==> config.mk <==
export PLATFORM = sky130hd
export DESIGN_NAME = rf_wb_arbiter
export DESIGN_NICKNAME = d
export VERILOG_FILES = /design/src/rtl/rf_pkg.sv /design/src/rtl/rf_wb_arbiter_rr.sv /design/src/rtl/rf_wb_arbiter.sv
export SDC_FILE = /design/constraint.sdc
export NUM_CORES = 1
export LEC_CHECK = 0
export CORE_MARGIN = 2
export CORE_UTILIZATION = 43
export DETAILED_ROUTE_END_ITERATION = 6
export GPL_TIMING_DRIVEN = 0
export PLACE_DENSITY = 0.95
export SETUP_SLACK_MARGIN = 0.05
export SLEW_MARGIN = 20
export SYNTH_ARGS = -nofsm -noshare
export SYNTH_HDL_FRONTEND = slang
export SYNTH_SLANG_ARGS = --single-unit
export TNS_END_PERCENT = 20
==> constraint.sdc <==
create_clock -name i_clk -period 5.5 [get_ports i_clk]
set_clock_uncertainty 0.2 [all_clocks]
set_input_delay 1.1 -clock i_clk [delete_from_list [all_inputs] [get_ports i_clk]]
set_output_delay 1.1 -clock i_clk [all_outputs]
set_load 0.005 [all_outputs]
==> src/rtl/rf_pkg.sv <==
// Register-file shared types: write-port record and address helpers for regfile, decode and writeback.
// Latency: none (types and pure functions only).
// Backpressure: not applicable.
package rf_pkg;

  localparam int XLEN       = 32;
  localparam int REG_ADDR_W = 5;
  localparam int NUM_REGS   = 32;

  // One regfile write: destination register and the value to store.
  typedef struct packed {
    logic [REG_ADDR_W-1:0] addr;
    logic [XLEN-1:0]       data;
  } rf_wr_t;

  // x0 is hardwired to zero, so writes to it must never assert the write enable.
  function automatic logic is_x0(input logic [REG_ADDR_W-1:0] a);
    return (a == '0);
  endfunction

endpackage

==> src/rtl/rf_wb_arbiter_rr.sv <==
// Round-robin picker: first set request at or after the pointer, wrapping, as one-hot plus index.
// Latency: purely combinational.
// Backpressure: none here; the caller masks the grant when it cannot accept.
module rr_arbiter #(
  parameter int N  = 3,
  parameter int PW = (N > 1) ? $clog2(N) : 1
) (
  input  logic [N-1:0]  req_i,
  input  logic [PW-1:0] ptr_i,
  output logic [N-1:0]  gnt_o,
  output logic [PW-1:0] idx_o,
  output logic          any_o
);

  // Scan from the pointer position, wrapping once around; the first request seen wins.
  always_comb begin
    int            k;
    logic [PW-1:0] kk;
    logic          found;
    gnt_o = '0;
    idx_o = '0;
    found = 1'b0;
    k     = 0;
    kk    = '0;
    for (int i = 0; i < N; i++) begin
      k = int'(ptr_i) + i;
      if (k >= N) k = k - N;
      kk = PW'(k);
      if (!found && req_i[kk]) begin
        found     = 1'b1;
        gnt_o[kk] = 1'b1;
        idx_o     = kk;
      end
    end
    any_o = found;
  end

endmodule

==> src/rtl/rf_wb_arbiter.sv <==
// Shares the single regfile write port among NUM_SRC writeback sources, round-robin (optional RF_WB_FWD_EN bypass).
// Latency: handshake in cycle N -> registered write presented in cycle N+1.
// Backpressure: one-hot ready to a single valid source per cycle; i_hold withholds all grants.
module rf_wb_arbiter
  import rf_pkg::*;
#(
  parameter int NUM_SRC = 3,
  parameter int CNT_W   = 16
) (
  input  logic                    i_clk,
  input  logic                    i_rst,
  input  logic                    i_hold,
  input  logic [NUM_SRC-1:0]      i_src_valid,
  input  logic [NUM_SRC*5-1:0]    i_src_addr,
  input  logic [NUM_SRC*32-1:0]   i_src_data,
  output logic [NUM_SRC-1:0]      o_src_ready,
`ifdef RF_WB_FWD_EN
  input  logic [REG_ADDR_W-1:0]   i_rs1_addr,
  input  logic [REG_ADDR_W-1:0]   i_rs2_addr,
  input  logic [XLEN-1:0]         i_rs1_rf_data,
  input  logic [XLEN-1:0]         i_rs2_rf_data,
  output logic [XLEN-1:0]         o_rs1_data,
  output logic [XLEN-1:0]         o_rs2_data,
`endif
  output logic                    o_rd_wren,
  output logic [REG_ADDR_W-1:0]   o_rd_addr,
  output logic [XLEN-1:0]         o_rd_data,
  output logic [CNT_W-1:0]        o_conflict_cnt
);

  localparam int PW = (NUM_SRC > 1) ? $clog2(NUM_SRC) : 1;

  logic [PW-1:0]      ptr_q, ptr_d;
  rf_wr_t             wr_q, wr_d;
  logic               wren_q, wren_d;
  logic [CNT_W-1:0]   cnt_q, cnt_d;

  logic [NUM_SRC-1:0] gnt;
  logic [PW-1:0]      gidx;
  logic               gany;
  logic               hs;
  rf_wr_t             sel_wr;

  rr_arbiter #(.N(NUM_SRC), .PW(PW)) u_rr (
    .req_i (i_src_valid),
    .ptr_i (ptr_q),
    .gnt_o (gnt),
    .idx_o (gidx),
    .any_o (gany)
  );

  // A grant is offered only outside hold and reset; it completes immediately since grant implies valid.
  always_comb begin
    hs          = gany & ~i_hold & ~i_rst;
    o_src_ready = hs ? gnt : '0;
    sel_wr.addr = i_src_addr[int'(gidx)*REG_ADDR_W +: REG_ADDR_W];
    sel_wr.data = i_src_data[int'(gidx)*XLEN +: XLEN];
  end

  // Next state: capture the winner, advance the pointer past it, count contended cycles.
  always_comb begin
    ptr_d  = ptr_q;
    wr_d   = wr_q;
    wren_d = 1'b0;
    cnt_d  = cnt_q;
    if (hs) begin
      wr_d   = sel_wr;
      wren_d = ~is_x0(sel_wr.addr);
      ptr_d  = (gidx == PW'(NUM_SRC - 1)) ? '0 : gidx + 1'b1;
    end
    if (!i_hold && ($countones(i_src_valid) >= 2) && (cnt_q != '1)) begin
      cnt_d = cnt_q + 1'b1;
    end
  end

  // State registers; reset drops any in-flight write at once.
  always_ff @(posedge i_clk or posedge i_rst) begin
    if (i_rst) begin
      ptr_q  <= '0;
      wr_q   <= '0;
      wren_q <= 1'b0;
      cnt_q  <= '0;
    end else begin
      ptr_q  <= ptr_d;
      wr_q   <= wr_d;
      wren_q <= wren_d;
      cnt_q  <= cnt_d;
    end
  end

  assign o_rd_wren      = wren_q;
  assign o_rd_addr      = wr_q.addr;
  assign o_rd_data      = wr_q.data;
  assign o_conflict_cnt = cnt_q;

`ifdef RF_WB_FWD_EN
  // Bypass the pending write to readers of the same register; x0 always reads the regfile value.
  always_comb begin
    o_rs1_data = i_rs1_rf_data;
    o_rs2_data = i_rs2_rf_data;
    if (wren_q && !is_x0(i_rs1_addr) && (i_rs1_addr == wr_q.addr)) o_rs1_data = wr_q.data;
    if (wren_q && !is_x0(i_rs2_addr) && (i_rs2_addr == wr_q.addr)) o_rs2_data = wr_q.data;
  end
`endif

endmodule

[After elaboration in Yosys (flattened, before gate mapping)]
Cells that the tools add are included.
Storage, ports and cells
  bits in registers: 56
  latch bits: 0
  RAM bits: 0
  memory bits (read-only): 0
  input port bits: 117
  output and inout bits: 57
  memories kept: 0
Operators by class
  add/sub/neg operators: 9
  multipliers: 1
  div/mod/pow operators: 0
  $lt $le $gt $ge: 10
  equal/unequal tests: 2
  shifts and indexed selects: 2
  multiplexer cells: 27
  bitwise operators: 7
  reductions and logical operators: 11
Operators with widths (count)
  $shiftx 96x8->32: 1
  $add 16x1->16 const B: 1
  $ne 16x16->1 const B: 1
  $shiftx 15x6->5: 1
  $mux 2: 7
  $mux 3: 4
  $mux 1: 10
  $ge 3x2->1 const B: 3
  $lt 2x3->1 const B: 3
  $logic_and 1x1->1: 7
  $bmux 1 s2: 3
  $demux 1 s2: 3
  $ge 2x1->1 const B: 3
  $or 3x3->3: 2
  $logic_not 5->1: 1
  $mul 2x3->5 const B: 1
  $sub 2x1->2 const B: 2
  $add 2x1->3: 1
  $add 2x1->3 const B: 1
  $add 2x2->3 const B: 1
  $logic_not 1->1: 3
  $not 1->1: 3
  $add 1x1->2: 1
  $add 2x1->2 const B: 1
  4 further kinds: 5

[Logic depth before layout (Yosys ltp)]
Gate-level depths: netlist (run 1).
  depth in word-level cells: 16
  depth in mapped cells: 12
  depth with buffers taken out: 9

[Hierarchy]
From an unflattened synthesis (run 1), not the netlist that was laid out.
Second synthesis, totals
  cell total of the unflattened synthesis: 373
  area total of the unflattened synthesis: 3334.4 um^2
Modules (own cells, without submodules)
  rf_wb_arbiter: instances 1, cells each 332, area an instance 3052.9 um^2
  rr_arbiter: instances 1, cells each 41, area an instance 281.5 um^2

[Worst setup path before layout (run 1)]
OpenSTA, ideal clock, no wires.
  path type: input -> output
  start point: in i_src_valid[1]
  end point: out o_src_ready[2]
  arrival time: 2348 ps
  path slack: 1852 ps
  stages on the path: 6
  cells stage by stage: mux2_2 mux2i_4 inv_2 o31ai_4 buf_2 a21oi_1
Between the ends
  cells in the longest elaborated chain, start to end: 12
Ends and longest elaborated chain
  start, declared: line rf_wb_arbiter.sv:13  | input logic [NUM_SRC-1:0] i_src_valid,
  $bmux 1 s2: line rf_wb_arbiter_rr.sv:29  | if (!found && req_i[kk]) begin
  $mux 1 (implied by the code): line rf_wb_arbiter_rr.sv:29
  $mux 1: line rf_wb_arbiter_rr.sv:29
  $logic_not 1->1: line rf_wb_arbiter_rr.sv:29
  $logic_and 1x1->1: line rf_wb_arbiter_rr.sv:29
  $mux 1: line rf_wb_arbiter_rr.sv:29
  $logic_not 1->1: line rf_wb_arbiter_rr.sv:29
  $logic_and 1x1->1: line rf_wb_arbiter_rr.sv:29
  $mux 1: line rf_wb_arbiter_rr.sv:29
  $and 1x1->1 (2 in series): line rf_wb_arbiter.sv:54  | hs = gany & ~i_hold & ~i_rst;
  $mux 3 *: line rf_wb_arbiter.sv:55  | o_src_ready = hs ? gnt : '0;
  end, declared: line rf_wb_arbiter.sv:16  | output logic [NUM_SRC-1:0] o_src_ready,
Every way passes the cells marked *; elsewhere a longest branch is shown, timed or not. The select of a mux whose other input is x is not followed.

[Worst setup path after layout (run 1)]
Ends and elaborated chain as after synthesis.

==> impl_metrics.sql, run 1 <==
INSERT INTO impl_metrics (metric_group, metric, value, unit) VALUES
('placement', 'dp_hpwl', '8.08', 'mm'),
('worst_hold_path', 'hold_depth', '2', ''),
('die', 'core', '7330', 'sq um'),
('routing', 'num_vias', '3305', ''),
('critical_path', 'cpMaxStageDelayCell', 'clkdlybuf4s50_1', ''),
('timing', 'timing.final.setup_violations', '0', ''),
('cells_and_area', 'final_cell_area', '5230', 'sq um'),
('die', 'die-area', '8350', 'sq um'),
('cells_and_area', 'regArea', '1400', 'sq um'),
('routing', 'detailedRoute.firstPassIterationCount', '4', ''),
('synth', 'syn_area', '3280', 'sq um'),
('global_route', 'grt_antenna_before_repair', '0', ''),
('outcome', 'status', 'finished clean', ''),
('critical_path', 'critPathRequiredTime', '4200', 'ps'),
('timing', 'layout_worst_path_cycle_share', '89.3', '%'),
('timing', 'max_slew_margin', '54.6', '%'),
('cells_and_area', 'fillers', '551', ''),
('placement', 'place_area', '5140', 'sq um'),
('global_route', 'grt_util_all_layers', '23.9', '%'),
('global_route', 'met1_usage', '27.3', '%'),
('timing', 'hold_viol_final', '0', ''),
('critical_path', 'timing.critical_path.arrival', '3610', 'ps'),
('clock_network', 'ctsResizeCount', '0', ''),
('routing', 'totalWireLength', '9.97', 'mm'),
('global_route', 'grtUsageMet3', '6.31', '%'),
('power_and_ir_drop', 'ir_drop', '263', 'uV'),
('worst_hold_path', 'worst_hold_path_type', 'register to register', ''),
('global_route', 'global_route.peak_usage_layer', 'met2', ''),
('global_route', 'pin_count_of_the_biggest_net_entering_global_routing', '57', ''),
('clock_network', 'tritoncts_num_sinks', '56', ''),
('routing', 'drt_first_iter_violations', '90', ''),
('timing', 'final.setup.tns', '0', 'ps'),
('placement', 'gp_congestion', '0.876', ''),
('critical_path', 'highest_net_fanout_along_the_worst_path', '10', ''),
('synth', 'average_size_of_a_mapped_cell', '9.23', 'sq um'),
('synth', 'top_post_synthesis_cells_by_area', 'dfrtp_1, mux2i_1, o21ai_1, nand2_1, xnor2_1', ''),
('synth', 'synthCells', '356', ''),
('timing', 'timing.final.crit_period', '4910', 'ps'),
('routing', 'drc_errors', '0', ''),
('clock_network', 'cts.repair_timing.setup_buffer_count', '0', ''),
('critical_path', 'cpPeakStageDelay', '520', 'ps'),
('critical_path', 'critPathLaunchType', 'input port', ''),
('synth', 'synth_enable_flop_cells', '0', ''),
('synth', 'synth_largest_type_area_fraction', '42.7', '%'),
('routing', 'post_drt_via_cell_ratio', '5.20', ''),
('critical_path', 'timing.rr.start', 'ptr_q[1]$_DFFE_PP0P_', ''),
('power_and_ir_drop', 'total_power_divided_by_cell_area', '524', 'nW/um^2'),
('critical_path', 'reg2regPathDepth', '10', ''),
('clock_network', 'h-tree-depth', '2', ''),
('cells_and_area', 'number_of_nets_in_the_finished_design', '659', ''),
('clock_network', 'clock_insertion_delay_worst_skew', '300', 'ps'),
('global_route', 'grt_pass1_vias', '3420', ''),
('die', 'die-width', '91.4', 'um'),
('clock_network', 'numCtsBuffers', '5', ''),
('die', 'starting_density_of_the_core', '44.8', '%'),
('cells_and_area', 'area.growth.synth_to_final', '59.2', '%'),
('placement', 'io_buffer_count', '173', ''),
('synth', 'yosys.cell_types.count', '43', ''),
('cells_and_area', 'diodes', '0', ''),
('synth', 'synth_seq_cells', '56', ''),
('critical_path', 'crit_path_frequent_cell', 'clkdlybuf4s50_1', ''),
('global_route', 'grt_pass1_wl', '16.0', 'mm'),
('worst_hold_path', 'min_from', 'o_rd_addr[4]$_DFFE_PP0P_', ''),
('clock_network', 'clk_path_buf_depth', '2', ''),
('synth', 'syn_nets', '479', ''),
('clock_network', 'root_buffer', 'clkbuf_8', ''),
('synth', 'yosysWarnings', '0', ''),
('critical_path', 'rr_endpoint', 'o_rd_wren$_DFF_PP0_', ''),
('synth', 'async_sr_flop_fraction', '100', '%'),
('clock_network', 'cts-hold-fix-buffers', '0', ''),
('die', 'num_io_pins', '174', '');
per-layer routing:
metal | up-vias | share of wire [%]
met3 | 18 | 6.8
li1 | 1598 | -
met5 | - | 0
met2 | 129 | 52
met4 | 0 | 2.1
met1 | 1560 | 39
area by class of cell:
class	instances	share of cell area, %
Clock inverter	1	0.168
Timing Repair Buffer	173	33.1
Buffer	22	2.47
Sequential cell	56	26.8
Inverter	7	0.551
Multi-Input combinational cell	271	33.1
Clock buffer	7	1.46
Tap cell	99	2.37
worst max path at each step:
stage	slack [ps]	from	end
6_report	590	i_src_valid[1]	o_src_ready[2]
2_1_floorplan	1850	i_src_valid[1]	o_src_ready[2]
4_1_cts	580	i_src_valid[1]	o_src_ready[2]
3_3_place_gp	600	i_src_valid[1]	o_src_ready[2]
5_1_grt	440	i_src_valid[1]	o_src_ready[2]
3_5_place_dp	590	i_src_valid[1]	o_src_ready[2]
worst max-delay path: cells and delay by family:
kind | cells | cell delay [ps]
AOI/OAI and AO/OA | 2 | 530
muxes | 2 | 590
buffers and inverters | 4 | 1390
kinds of logic after synthesis:
group / count (synthesis) / share of synthesized area, %
compound gates: 93 / 16.9
xor+xnor: 15 / 4.00
fa+ha+maj: 6 / 2.29
buf+inv: 29 / 4.72
flops: 56 / 42.7
mux: 44 / 14.1
simple gates: 113 / 15.4
cell usage after synthesis, types with 2 or more instances:
| cell type | number |
|---|---|
| nand2_1 | 81 |
| o21ai_1 | 73 |
| dfrtp_1 | 56 |
| mux2i_1 | 38 |
| clkbuf_1 | 13 |
| xnor2_1 | 10 |
| ha_1 | 6 |
| inv_1 | 6 |
| nand3_1 | 6 |
| nand4_1 | 5 |
| xor2_1 | 5 |
| and3_1 | 4 |
| buf_2 | 4 |
| buf_6 | 4 |
| a21oi_1 | 3 |
| and4_1 | 3 |
| mux2_2 | 3 |
| nand2b_1 | 3 |
| nand3b_1 | 3 |
| nor2_1 | 3 |
| a211oi_1 | 2 |
| a22o_1 | 2 |
| nor2b_1 | 2 |
| o21ai_0 | 2 |
report_power, final:
part	switching, mW	internal, mW	total (mW)
Sequential	0.108	0.576	0.684
Clock	0.136	0.0916	0.227
Combinational	0.932	0.899	1.83
placed cells by master (no fill, tap or decap), drive strengths merged, types with 3 or more instances in the layout:
cell	instances
nand3	6
inv	7
clkbuf	20
nand4	5
buf	9
and4	3
mux2i	39
nand2	81
o21ai	75
xnor2	10
ha	6
nand2b	3
xor2	5
dfrtp	56
mux2	5
nand3b	3
nor2	3
a21oi	3
clkdlybuf4s50	173
and3	4
state kept, by name, indices dropped and copies added (netlist names):
name	cells
o_rd_addr	5
o_conflict_cnt	16
o_rd_wren	1
o_rd_data	32
ptr_q	2
metrics by stage:
stage	cells	total power [mW]	worst slack (ps)	utilization (%)	hold WS (ps)
floorplan	356	1.82	1850	-	273
global placement	628	2.47	599	70.1	265
detailed placement	628	2.54	591	70.1	275
CTS	636	2.77	576	71.3	294
global route	636	2.98	444	71.3	322
finish	636	2.74	587	71.3	288
(Power assumes the default switching activity.)
==> run 2, diff against run 1 <==
- CORE_UTILIZATION: 43 -> 40
- PLACE_DENSITY: 0.95 -> 0.9
==> run 2 against run 1 <==
- global-route usage decreased by 1.5 points
- fmax decreased by 0.54%
- utilization decreased by 6.5 points
- setup slack got worse by 26 ps
- sequential power about the same
- largest cell class unchanged
- power increased by 0.66%
- register-to-register slack got worse by 50 ps
- clock power increased by 3%
- routed wire length increased by 1.6%
- clock-buffer cell count unchanged
==> impl_metrics.sql, run 2 (synthesis gave the netlist of run 1 again) <==
INSERT INTO impl_metrics (metric_group, metric, value, unit) VALUES
('outcome', 'status', 'finished clean', ''),
('critical_path', 'criticalPathCategory', 'input port to primary output', ''),
('job', 'timing.max_cap.violations', '0', ''),
('clock_network', 'root_buffer', 'clkbuf_8', ''),
('global_route', 'global_route.peak_usage_layer', 'met2', ''),
('critical_path', 'cpMaxStageDelayCell', 'clkdlybuf4s50_1', ''),
('worst_hold_path', 'min_from', 'o_conflict_cnt[8]$_DFFE_PP0P_', ''),
('global_route', 'pin_count_of_the_biggest_net_entering_global_routing', '57', ''),
('power_and_ir_drop', 'total_leakage_power', '2.28', 'nW'),
('global_route', 'grt_pass1_wl', '15.7', 'mm'),
('timing', 'worst-slew-pin-transition', '695', 'ps'),
('critical_path', 'element_type_at_the_critical_path_end', 'primary output', ''),
('clock_network', 'tritoncts', 'built', ''),
('placement', 'place_area', '5150', 'sq um'),
('critical_path', 'critPathTopFamily', 'buffers and inverters', ''),
('die', 'core', '8090', 'sq um'),
('timing', 'final.setup.tns', '0', 'ps'),
('cells_and_area', 'mostFrequentLayoutCells', 'clkdlybuf4s50_1, nand2_1, o21ai_1', ''),
('cells_and_area', 'diodes', '0', ''),
('timing', 'timing.final.crit_period', '4940', 'ps'),
('clock_network', 'ctsResizeCount', '0', ''),
('global_route', 'global_route.overflow_total', '0', ''),
('clock_network', 'clk_path_buf_depth', '2', ''),
('routing', 'totalWireLength', '10.1', 'mm'),
('routing', 'post_drt_via_cell_ratio', '5.14', ''),
('timing', 'timing.final.setup_violations', '0', ''),
('global_route', 'grtUsageMet3', '5.03', '%'),
('clock_network', 'tritoncts_num_sinks', '56', ''),
('critical_path', 'setup.worst_path.start', 'i_src_valid[1]', ''),
('die', 'num_io_pins', '174', ''),
('routing', 'num_vias', '3302', ''),
('global_route', 'met1_usage', '25.3', '%'),
('clock_network', 'clock_pin_slew_reported_for_the_worst_setup_and_hold_paths_after_clock_tree_synthesis', '90', 'ps'),
('routing', 'detailedRoute.firstPassIterationCount', '4', ''),
('placement', 'io_buffer_count', '173', ''),
('critical_path', 'highest_net_fanout_along_the_worst_path', '10', ''),
('clock_network', 'cts-hold-fix-buffers', '0', ''),
('power_and_ir_drop', 'ir_drop', '286', 'uV'),
('die', 'starting_density_of_the_core', '40.6', '%'),
('routing', 'mean_routed_wirelength_per_cell', '15.8', 'um'),
('critical_path', 'cpPeakStageDelay', '520', 'ps'),
('die', 'die_height', '94.6', 'um'),
('clock_network', 'h-tree-depth', '2', ''),
('timing', 'setup_repair_after_global_routing_missed_its_margin', 'false', ''),
('cells_and_area', 'area.growth.synth_to_final', '59.7', '%'),
('routing', 'drc_errors', '0', ''),
('critical_path', 'critPathLaunchType', 'input port', ''),
('timing', 'max_slew_margin', '53.7', '%'),
('clock_network', 'cts.repair_timing.setup_buffer_count', '0', ''),
('cells_and_area', 'ratio_of_cells_with_drive_above_1_in_the_final_layout', '5.21', '%'),
('timing', 'layout_worst_path_cycle_share', '89.8', '%'),
('cells_and_area', 'number_of_nets_in_the_finished_design', '659', ''),
('timing', 'hold_viol_final', '0', ''),
('timing', 'slew_violations', '0', ''),
('timing', 'fmaxAchievable', '0.202', 'GHz'),
('global_route', 'grt_util_all_layers', '22.4', '%'),
('critical_path', 'timing.rr.start', 'ptr_q[1]$_DFFE_PP0P_', ''),
('routing', 'ant_nets', '0', ''),
('critical_path', 'regToRegSetupSlack', '2430', 'ps'),
('clock_network', 'numCtsBuffers', '5', ''),
('clock_network', 'clock_insertion_delay_worst_skew', '300', 'ps'),
('die', 'die-width', '94.6', 'um'),
('placement', 'gp_congestion', '0.866', ''),
('power_and_ir_drop', 'total_power_divided_by_cell_area', '526', 'nW/um^2'),
('cells_and_area', 'final_cell_area', '5240', 'sq um'),
('cells_and_area', 'largest_register_ffs', '32', ''),
('die', 'die-area', '8950', 'sq um'),
('worst_hold_path', 'worst_hold_path_type', 'register to register', ''),
('cells_and_area', 'layout.cells.most_common', 'clkdlybuf4s50_1', ''),
('critical_path', 'timing.critical_path.arrival', '3640', 'ps'),
('global_route', 'met2_usage', '41.9', '%'),
('routing', 'drt_first_iter_violations', '138', ''),
('die', 'rows', '33', ''),
('global_route', 'grt_antenna_before_repair', '0', ''),
('critical_path', 'crit_path_frequent_cell', 'clkdlybuf4s50_1', ''),
('critical_path', 'critPathRequiredTime', '4200', 'ps'),
('critical_path', 'timing.critical_path.cells', 'clkdlybuf4s50_1 > mux2_2 > mux2i_4 > inv_2 > o31ai_4 > buf_2 > a21oi_1 > clkdlybuf4s50_1', ''),
('global_route', 'grt_pass1_vias', '3391', ''),
('placement', 'dp_hpwl', '8.19', 'mm'),
('critical_path', 'critical_path_buf_inv_count', '4', '');
## run 2: cell count changes in the layout (fill, tap and decap cells not counted)
| cell | change |
|---|---|
| clkbuf_1 | -1 |
| clkinv_4 | -1 |
| clkbuf_8 | +1 |
| clkinvlp_4 | +1 |
## run 2: where the power goes
part	switching [mW]	internal (mW)
Sequential	0.106	0.576
Combinational	0.945	0.899
Clock	0.131	0.103
## run 2: area by class of cell
class | instances | area (sq um)
multi-input cells | 271 | 1730
clock inverters | 1 | 7.51
well taps | 105 | 131
inverters | 7 | 28.8
plain buffers | 22 | 129
flip-flops and latches | 56 | 1400
repair buffers | 173 | 1730
clock buffers | 7 | 86.3
fillers | 689 | 2850
## run 2: path summary, 6_finish.rpt
check                                                endpoint  cells past startpoint
worst max-delay path                           o_src_ready[2]                      8
max in group asynchronous                ptr_q[0]$_DFFE_PP0P_                      2
worst min-delay path            o_conflict_cnt[8]$_DFFE_PP0P_                      1
worst min register to register  o_conflict_cnt[8]$_DFFE_PP0P_                      1
min in group asynchronous       o_conflict_cnt[0]$_DFFE_PP0P_                      2
worst max register to register            o_rd_wren$_DFF_PP0_                     10
## run 2: worst reg2reg max path: stages (launching register included)
cell     delay [ps]
dfrtp_1         420
inv_1            90
ha_1            300
mux2_4          360
o311a_1         370
a31oi_4         210
buf_8           200
mux2_1          350
mux2i_1         170
and2_4          160
a41oi_2         110
## run 2: through the flow
stage / worst slack (ps) / util, % / hold WS [ps] / std cells / total power [mW]
floorplan: 1850 / - / 273 / 356 / 1.82
CTS: 550 / 64.8 / 297 / 642 / 2.78
global placement: 579 / 63.6 / 263 / 634 / 2.48
global route: 428 / 64.8 / 317 / 642 / 3.00
finish: 560 / 64.8 / 290 / 642 / 2.76
detailed placement: 550 / 63.6 / 274 / 634 / 2.55
## run 2: per-layer routing
layer | vias up | routed length, um
met2 | 137 | 5380
met4 | 0 | 110
met3 | 10 | 823
met1 | 1557 | 3820
met5 | - | 0
li1 | 1598 | -
